**src/rtl/signed_mult8_pkg.sv**
```systemverilog
// Shared types and widths for the signed_mult8 scheduler slice.
package signed_mult8_pkg;

  localparam int OP_W  = 8;
  localparam int RES_W = 16;
  localparam int ID_W  = 1;

  typedef enum logic [2:0] {
    S_IDLE,
    S_LOAD_A,
    S_LOAD_B,
    S_WAIT,
    S_DONE
  } state_t;

  // Full-width two's complement product of two 8-bit operands.
  function automatic logic [RES_W-1:0] mult_s(input logic [OP_W-1:0] a, input logic [OP_W-1:0] b);
    return $signed({{OP_W{a[OP_W-1]}}, a}) * $signed({{OP_W{b[OP_W-1]}}, b});
  endfunction

endpackage

```
**src/rtl/signed_mult8_sched_rr_arb2.sv**
```systemverilog
// Two-way round-robin arbiter; priority flips to the other requester after each accepted grant.
module rr_arb2 (
  input  logic clk,
  input  logic rst,
  input  logic en,
  input  logic req0,
  input  logic req1,
  output logic gnt0,
  output logic gnt1
);

  logic prio1;

  assign gnt0 = en & req0 & (~req1 | ~prio1);
  assign gnt1 = en & req1 & (~req0 | prio1);

  always_ff @(posedge clk) begin
    if (rst)
      prio1 <= 1'b0;
    else if (gnt0 | gnt1)
      prio1 <= gnt0;
  end

endmodule

```
**src/rtl/signed_mult8_sched.sv**
```systemverilog
// Round-robin scheduler feeding one shared signed_mult8 over the ABin/ABSel bus.
// Optional self-check (chk_err/chk_cnt) is built when SIGNED_MULT8_SCHED_CHECK_EN is defined.
module signed_mult8_sched
  import signed_mult8_pkg::*;
#(
  parameter int MULT_LATENCY = 2
) (
  input  logic        clk,
  input  logic        rst,
  input  logic        req0_valid,
  input  logic [7:0]  req0_a,
  input  logic [7:0]  req0_b,
  output logic        req0_ready,
  input  logic        req1_valid,
  input  logic [7:0]  req1_a,
  input  logic [7:0]  req1_b,
  output logic        req1_ready,
  output logic        rsp_valid,
  output logic        rsp_id,
  output logic [15:0] rsp_res,
  input  logic        rsp_ready,
  output logic [7:0]  m_abin,
  output logic        m_absel,
  input  logic [15:0] m_res
`ifdef SIGNED_MULT8_SCHED_CHECK_EN
  ,
  output logic        chk_err,
  output logic [7:0]  chk_cnt
`endif
);

  localparam logic [3:0] LAST_CNT = 4'(MULT_LATENCY - 1);

  state_t           state, next_state;
  logic             gnt0, gnt1, accept;
  logic [OP_W-1:0]  a_q, b_q, abin_q;
  logic [ID_W-1:0]  id_q;
  logic             absel_q;
  logic [3:0]       cnt;
  logic [RES_W-1:0] res_q;

  rr_arb2 u_arb (
    .clk  (clk),
    .rst  (rst),
    .en   (state == S_IDLE),
    .req0 (req0_valid),
    .req1 (req1_valid),
    .gnt0 (gnt0),
    .gnt1 (gnt1)
  );

  assign accept     = gnt0 | gnt1;
  assign req0_ready = gnt0;
  assign req1_ready = gnt1;
  assign rsp_valid  = (state == S_DONE);
  assign rsp_id     = id_q;
  assign rsp_res    = res_q;
  assign m_abin     = abin_q;
  assign m_absel    = absel_q;

  always_comb begin
    next_state = state;
    case (state)
      S_IDLE:   if (accept) next_state = S_LOAD_A;
      S_LOAD_A: next_state = S_LOAD_B;
      S_LOAD_B: next_state = S_WAIT;
      S_WAIT:   if (cnt == LAST_CNT) next_state = S_DONE;
      S_DONE:   if (rsp_ready) next_state = S_IDLE;
      default:  next_state = S_IDLE;
    endcase
  end

  // Bus registers are loaded one edge ahead so LOAD_A/LOAD_B present A/B for their whole cycle.
  always_ff @(posedge clk) begin
    if (rst) begin
      state   <= S_IDLE;
      a_q     <= '0;
      b_q     <= '0;
      id_q    <= '0;
      abin_q  <= '0;
      absel_q <= 1'b0;
      cnt     <= '0;
      res_q   <= '0;
    end else begin
      state <= next_state;
      case (state)
        S_IDLE: begin
          if (accept) begin
            a_q     <= gnt1 ? req1_a : req0_a;
            b_q     <= gnt1 ? req1_b : req0_b;
            id_q    <= gnt1;
            abin_q  <= gnt1 ? req1_a : req0_a;
            absel_q <= 1'b0;
            cnt     <= '0;
          end
        end
        S_LOAD_A: begin
          abin_q  <= b_q;
          absel_q <= 1'b1;
        end
        S_WAIT: begin
          if (cnt == LAST_CNT) begin
            res_q <= m_res;
            cnt   <= '0;
          end else begin
            cnt <= cnt + 4'd1;
          end
        end
        default: ;
      endcase
    end
  end

`ifdef SIGNED_MULT8_SCHED_CHECK_EN
  logic done_entry;

  // The captured product is compared once, in the first DONE cycle.
  always_ff @(posedge clk) begin
    if (rst) begin
      done_entry <= 1'b0;
      chk_err    <= 1'b0;
      chk_cnt    <= '0;
    end else begin
      done_entry <= (state == S_WAIT) && (next_state == S_DONE);
      if (done_entry && (res_q != mult_s(a_q, b_q))) begin
        chk_err <= 1'b1;
        if (chk_cnt != 8'hFF)
          chk_cnt <= chk_cnt + 8'd1;
      end
    end
  end
`endif

endmodule

```
**config.mk**
```make
export PLATFORM = sky130hd
export DESIGN_NAME = signed_mult8_sched
export DESIGN_NICKNAME = d
export VERILOG_FILES = /design/src/rtl/signed_mult8_pkg.sv /design/src/rtl/signed_mult8_sched_rr_arb2.sv /design/src/rtl/signed_mult8_sched.sv
export SDC_FILE = /design/constraint.sdc
export NUM_CORES = 1
export LEC_CHECK = 0
export ABC_CLOCK_PERIOD_IN_PS = 2050
export BUFFER_PORTS_ARGS = -buffer_cell sky130_fd_sc_hd__buf_2
export CORE_MARGIN = 10
export CORE_UTILIZATION = 25
export DETAILED_ROUTE_END_ITERATION = 10
export PLACE_DENSITY = 0.53
export SYNTH_ARGS = -nofsm -noshare
export SYNTH_HDL_FRONTEND = slang
export SYNTH_SLANG_ARGS = --single-unit
```
**constraint.sdc**
```tcl
create_clock -name clk -period 2.05 [get_ports clk]
set_clock_uncertainty 0.05 [all_clocks]
set_input_delay 0.205 -clock clk [delete_from_list [all_inputs] [get_ports clk]]
set_output_delay 0.205 -clock clk [all_outputs]
set_load 0.05 [all_outputs]
```
==> results.sh, run 1 <==
export IMPL_status="finished clean"
export IMPL_finalMaxSlewViolations=0
export IMPL_grt_pass1_vias=1955
export IMPL_n_antenna_cell=0
export IMPL_antenna_found_initial=0
export IMPL_fp_coreArea_mm2=0.00818
export IMPL_r2r_end="rsp_res[2]"
export IMPL_async_reset_ff_share_pct=0
export IMPL_cts_hold_buf=0
export IMPL_die_h_um=111
export IMPL_synth_edf_count=0
export IMPL_timing_fmax_mhz=542
export IMPL_wl_per_cell_um=15.0
export IMPL_synth_cell_type_count=43
export IMPL_netlist_instances=228
export IMPL_clock_path_buffers=2
export IMPL_holdWs_ns=0.115
export IMPL_clk_pin_slew_ns=0.09
export IMPL_cts_buffers=5
export IMPL_crit_type="reg -> out"
export IMPL_drt_met1_wl_um=2820
export IMPL_fin_ws_ns=0.206
export IMPL_max_vdd_ir_drop_mv=0.244
export IMPL_postRouteAntennaNets=0
export IMPL_cts_repair_resized=0
export IMPL_worstSetupStartpointType="flip-flop"
export IMPL_port_buffer_count=81
export IMPL_critPathMaxFanout=11
export IMPL_clkLatencyLatePin_ns=0.30
export IMPL_grt_max_degree=43
export IMPL_synth_common_cells="42 x dfxtp_1, 36 x nand2b_1, 18 x o21ai_0"
export IMPL_grt_util_all_layers_pct=9.56
export IMPL_drive_above_1_share_pct=34.9
export IMPL_synth_most_common_cell="dfxtp_1"
export IMPL_area_delta_synth_final_pct=28.6
export IMPL_start_util_pct=25.6
export IMPL_clock_sink_count=42
export IMPL_yosys_register_bits=42
export IMPL_power_leakage_uw=0.00110
export IMPL_synth_top_area_share_pct=40.2
export IMPL_cp_buffers_inverters=2
export IMPL_r2r_start="cnt[0]"
export IMPL_io_pins=82
export IMPL_drc=0
export IMPL_drt_wl_total_um=6200
export IMPL_postCtsSetupBuffers=0
export IMPL_crit_family="simple AND/OR/NAND/NOR gates"
export IMPL_synth_main_ff_cell="dfxtp_1"
export IMPL_fill_cells=859
export IMPL_dp_final_hpwl_um=4690
export IMPL_finalHoldViolCount=0
export IMPL_slowest_stage="dfxtp_1"
export IMPL_critical_path_required_ns=1.79
export IMPL_p_per_area_mw_per_mm2=698
export IMPL_wl_met2_um=2910
export IMPL_r2r_slack_ns=0.36
export IMPL_drt_initial_drc_count=109
export IMPL_vias=1939
export IMPL_worstHoldStart="m_res[4]"
export IMPL_grt_remaining_overflow=0
export IMPL_end_kind="primary output"
export IMPL_synth_nets=283
export IMPL_slew_headroom_pct=63.0
export IMPL_multi_input_area_mm2=0.00112
export IMPL_yosysSeqAreaShare_pct=40.2
export IMPL_wl_met3_um=333
export IMPL_die_w_um=111
export IMPL_setup_tns_ns=0
export IMPL_period_share_pct=89.9
export IMPL_worst_pin_slew_ns=0.553
export IMPL_rows=33
export IMPL_grt_setup_unrepaired="false"
export IMPL_min_period_ns=1.84
export IMPL_path_cells="nor4b_4 -> nand2_1 -> inv_1 -> buf_2"
export IMPL_ys_warn_count=0
export IMPL_critPathMaxStageDelay_ns=0.45
export IMPL_die_area_mm2=0.0124
export IMPL_setup_violations=0
export IMPL_nets=361
export IMPL_p_total_uw=1880
export IMPL_whs_endpoint="rsp_res[4]"
export IMPL_avgViaCountPerCell=4.71
export IMPL_synth_area_per_cell_um2=9.18
export IMPL_synthTopCellsByArea="dfxtp_1 40%, nand2b_1 11%, mux2i_1 7.7%, o21ai_0 4.3%, nand3_1 3.8%"
export IMPL_syn_area_mm2=0.00209
export IMPL_highest_layer="met4"
export IMPL_place_congestion=0.842
export IMPL_htreeDepth=2
export IMPL_grt_pass1_wl_um=9960
export IMPL_whs_path_depth=3
export IMPL_pre_cts_slack_ns=0.367
export IMPL_cts_tree="built"
export IMPL_hold_class="in -> reg"
export IMPL_rr_worst_depth=5
export IMPL_drv_cap=0
export IMPL_regArea_um2=841
export IMPL_cp_arrival_ns=1.59
export IMPL_first_pass_iters=4
export IMPL_synth_largest_area_cell="dfxtp_1"
export IMPL_root_buffer="clkbuf_8"
==> worst min-delay path, delay by kind of cell <==
kind	cells	cell delay (ns)
buffers and inverters	1	0.09
multiplexers	1	0.06
AND/OR/NAND/NOR	1	0.05
==> per-stage QoR <==
stage	utilization (%)	cells	area, um^2
after floorplan	-	228	2090
after global placement	31.8	404	2600
after detailed placement	31.8	404	2600
after CTS	32.9	412	2690
after global routing	32.9	412	2690
final	32.9	412	2690
==> how the worst max path moves through the flow <==
stage | from | to | slack, ns | cells after the start
floorplan | state[0] | req0_ready | 0.28 | 3
global placement | state[2] | cnt[0] | 0.40 | 3
detailed placement | cnt[0] | rsp_res[2] | 0.37 | 5
CTS | state[2] | req1_ready | 0.17 | 4
global route | state[2] | req1_ready | 0.06 | 4
finish | state[2] | req1_ready | 0.21 | 4
==> flip-flops by register name (all words and copies together) (netlist names) <==
| register | count |
|---|---|
| rsp_res | 16 |
| b_q | 8 |
| m_abin | 8 |
| cnt | 4 |
| state | 3 |
| m_absel | 1 |
| rsp_id | 1 |
| u_arb.prio1 | 1 |
==> final cells by class <==
class                   count  area share (%)
inverters                   4           0.558
well taps                 105            4.88
repair buffers             90            18.0
multi-input cells         163            41.7
clock buffers               6            3.07
clock inverters             2           0.465
flip-flops and latches     42            31.2
==> report_power, final <==
group          switching, uW  leakage [uW]  total, uW  internal (uW)
clock network            296     0.0000472        567            271
logic                    254      0.000708        407            153
registers               41.9      0.000343        906            864
total                    591       0.00110       1880           1290
==> placed cells by master (no fill, tap or decap), types with 2 or more instances in the layout <==
| master | n |
|---|---|
| inv_1 | 4 |
| buf_4 | 8 |
| nor3_1 | 5 |
| mux2i_1 | 16 |
| dfxtp_1 | 42 |
| clkbuf_8 | 6 |
| nor2_1 | 4 |
| buf_2 | 81 |
| a31oi_1 | 8 |
| o21ai_0 | 18 |
| a311oi_1 | 8 |
| nand3_1 | 16 |
| a32oi_1 | 8 |
| nand2_1 | 4 |
| nand2b_1 | 36 |
| or2_1 | 2 |
| ha_1 | 2 |
| a21oi_1 | 12 |
==> cell families (layout without fill, tap and decap cells) <==
group | after synthesis | in the layout | share of synthesized area [%]
AO/OA/AOI/OAI | 61 | 61 | 19.0
buffers and inverters | 23 | 102 | 6.34
flip-flops | 42 | 42 | 40.2
adder cells (fa/ha/maj) | 2 | 2 | 1.20
XOR/XNOR | 1 | 1 | 0.419
multiplexers | 17 | 17 | 8.19
AND/OR/NAND/NOR | 82 | 82 | 24.7
==> per-layer routing <==
layer,vias to the layer above,global-route usage (%)
met2,60,15.2
met4,0,4.63
met5,-,0
met3,8,2.74
met1,886,11.6
li1,985,-
No activity file was read; power rests on OpenSTA's default activity.
==> run 2, diff against run 1 <==
--- a/config.mk
+++ b/config.mk
@@ -7,7 +7,7 @@
 export LEC_CHECK = 0
 export ABC_CLOCK_PERIOD_IN_PS = 2050
 export BUFFER_PORTS_ARGS = -buffer_cell sky130_fd_sc_hd__buf_2
-export CORE_MARGIN = 10
+export CORE_MARGIN = 5
 export CORE_UTILIZATION = 25
 export DETAILED_ROUTE_END_ITERATION = 10
 export PLACE_DENSITY = 0.53
==> run 2 against run 1 <==
Compared with the run above:
- maximum frequency up 1.0%
- critical endpoint unchanged
- hold slack about the same
- critical path depth unchanged
- sequential share of layout area down 0.63 points
==> results.sh, run 2 (synthesized netlist as in run 1, its figures left out) <==
export IMPL_rows=33
export IMPL_clk_pin_slew_ns=0.08
export IMPL_grt_setup_unrepaired="false"
export IMPL_crit_family="simple AND/OR/NAND/NOR gates"
export IMPL_grt_pass1_wl_um=9110
export IMPL_first_pass_iters=4
export IMPL_critPathMaxStageDelay_ns=0.44
export IMPL_holdWs_ns=0.115
export IMPL_grt_busiest_layer="met2"
export IMPL_power_frac_seq_pct=42.7
export IMPL_r2r_end="b_q[2]"
export IMPL_drt_wl_total_um=5730
export IMPL_dpl_cell_area_mm2=0.00260
export IMPL_whs_path_depth=3
export IMPL_multi_input_area_mm2=0.00112
export IMPL_p_per_area_mw_per_mm2=772
export IMPL_grt_max_degree=41
export IMPL_drt_initial_drc_count=84
export IMPL_worstHoldStart="m_res[3]"
export IMPL_n_antenna_cell=0
export IMPL_avgViaCountPerCell=4.68
export IMPL_cts_buffers=5
export IMPL_port_buffer_count=81
export IMPL_postRouteAntennaNets=0
export IMPL_grt_util_all_layers_pct=11.1
export IMPL_nets=362
export IMPL_clkLatencyLatePin_ns=0.29
export IMPL_slew_headroom_pct=62.9
export IMPL_status="finished clean"
export IMPL_die_w_um=101
export IMPL_worstSetupStartpointType="flip-flop"
export IMPL_critical_path_required_ns=1.79
export IMPL_setup_tns_ns=0
export IMPL_min_period_ns=1.82
export IMPL_die_area_mm2=0.0103
export IMPL_fp_coreArea_mm2=0.00818
export IMPL_final_util_pct=33.6
export IMPL_use_met1_pct=14.1
export IMPL_fin_area_mm2=0.00275
export IMPL_netSwitchingFraction_pct=27.4
export IMPL_combPwrFrac_pct=19.4
export IMPL_final_cell_mix="81 x buf_2, 42 x dfxtp_1, 36 x nand2b_1"
export IMPL_layout_cells_non_filler=413
export IMPL_power_leakage_uw=0.00113
export IMPL_antenna_found_initial=0
export IMPL_die_h_um=101
export IMPL_cp_buffers_inverters=2
export IMPL_final_common_cell="buf_2"
export IMPL_period_share_pct=89.0
export IMPL_root_buffer="clkbuf_8"
export IMPL_fill_cells=879
export IMPL_r2r_slack_ns=0.36
export IMPL_slowest_stage="dfxtp_1"
export IMPL_met2_usage_pct=18.7
export IMPL_regArea_um2=841
export IMPL_cts_tree="built"
export IMPL_dp_cells=405
export IMPL_cp_arrival_ns=1.57
export IMPL_start_util_pct=25.6
export IMPL_clock_path_buffers=2
export IMPL_largest_reg_flops=16
export IMPL_clockPowerShare_pct=37.9
export IMPL_internal_power_uw=1540
export IMPL_htreeDepth=2
export IMPL_gr_usage_met3_pct=2.13
export IMPL_r2r_start="state[2]"
export IMPL_setup_violations=0
export IMPL_rr_worst_depth=3
export IMPL_drive_above_1_share_pct=35.1
export IMPL_max_vdd_ir_drop_mv=0.302
export IMPL_whs_endpoint="rsp_res[3]"
export IMPL_clock_sink_count=42
export IMPL_io_pins=82
export IMPL_finalMaxSlewViolations=0
export IMPL_critPathMaxFanout=11
export IMPL_postCtsSetupBuffers=0
export IMPL_hold_class="in -> reg"
export IMPL_crit_type="reg -> out"
export IMPL_dp_final_hpwl_um=4360
export IMPL_end_kind="primary output"
export IMPL_cts_hold_buf=0
export IMPL_p_sw_uw=581
export IMPL_place_congestion=0.781
export IMPL_grt_remaining_overflow=0
export IMPL_drv_cap=0
export IMPL_area_delta_synth_final_pct=31.3
export IMPL_grt_pass1_vias=1901
export IMPL_drc=0
export IMPL_wl_per_cell_um=13.9
export IMPL_finalHoldViolCount=0
export IMPL_path_cells="nor4b_4 -> nand2_1 -> inv_1 -> buf_2"
export IMPL_worst_pin_slew_ns=0.554
export IMPL_vias=1932
export IMPL_timing_fmax_mhz=548
export IMPL_cts_repair_resized=0
run 2: final cells by class:
cell class / instances / share of cell area [%]
multi-input cells: 163 / 40.9
flip-flops and latches: 42 / 30.6
repair buffers: 91 / 17.9
well taps: 105 / 4.78
clock buffers: 6 / 3.01
clock inverters: 2 / 2.19
inverters: 4 / 0.547
run 2: how the worst max path moves through the flow:
stage	startpoint	to	slack, ns	depth (start not counted)
CTS	state[2]	req1_ready	0.20	4
global route	state[2]	req1_ready	0.10	4
floorplan	state[0]	req0_ready	0.28	3
global placement	state[2]	b_q[1]	0.42	3
finish	state[2]	req1_ready	0.23	4
detailed placement	cnt[0]	rsp_res[2]	0.35	5
run 2: power by group through the flow:
stage               sequential, uW  clock, uW  combinational, uW
finish                         906        803                411
global route                   911        858                450
CTS                            905        827                413
detailed placement             923          0                412
global placement               922          0                411
floorplan                      977          0                219
run 2: worst min-delay path, stage by stage:
cell,delay [ns]
buf_2,0.09
nand2b_1,0.06
mux2i_1,0.06
run 2: metal layers:
metal | part of all wire [%] | up-vias
li1 | - | 985
met1 | 44 | 894
met2 | 49 | 47
met3 | 5.7 | 6
met4 | 1.4 | 0
met5 | 0 | -
run 2: metrics by stage:
step / total power (uW) / setup WS (ns)
3_3_place_gp: 1330 / 0.418
2_1_floorplan: 1200 / 0.277
5_1_grt: 2220 / 0.103
4_1_cts: 2140 / 0.200
6_report: 2120 / 0.225
3_5_place_dp: 1330 / 0.349
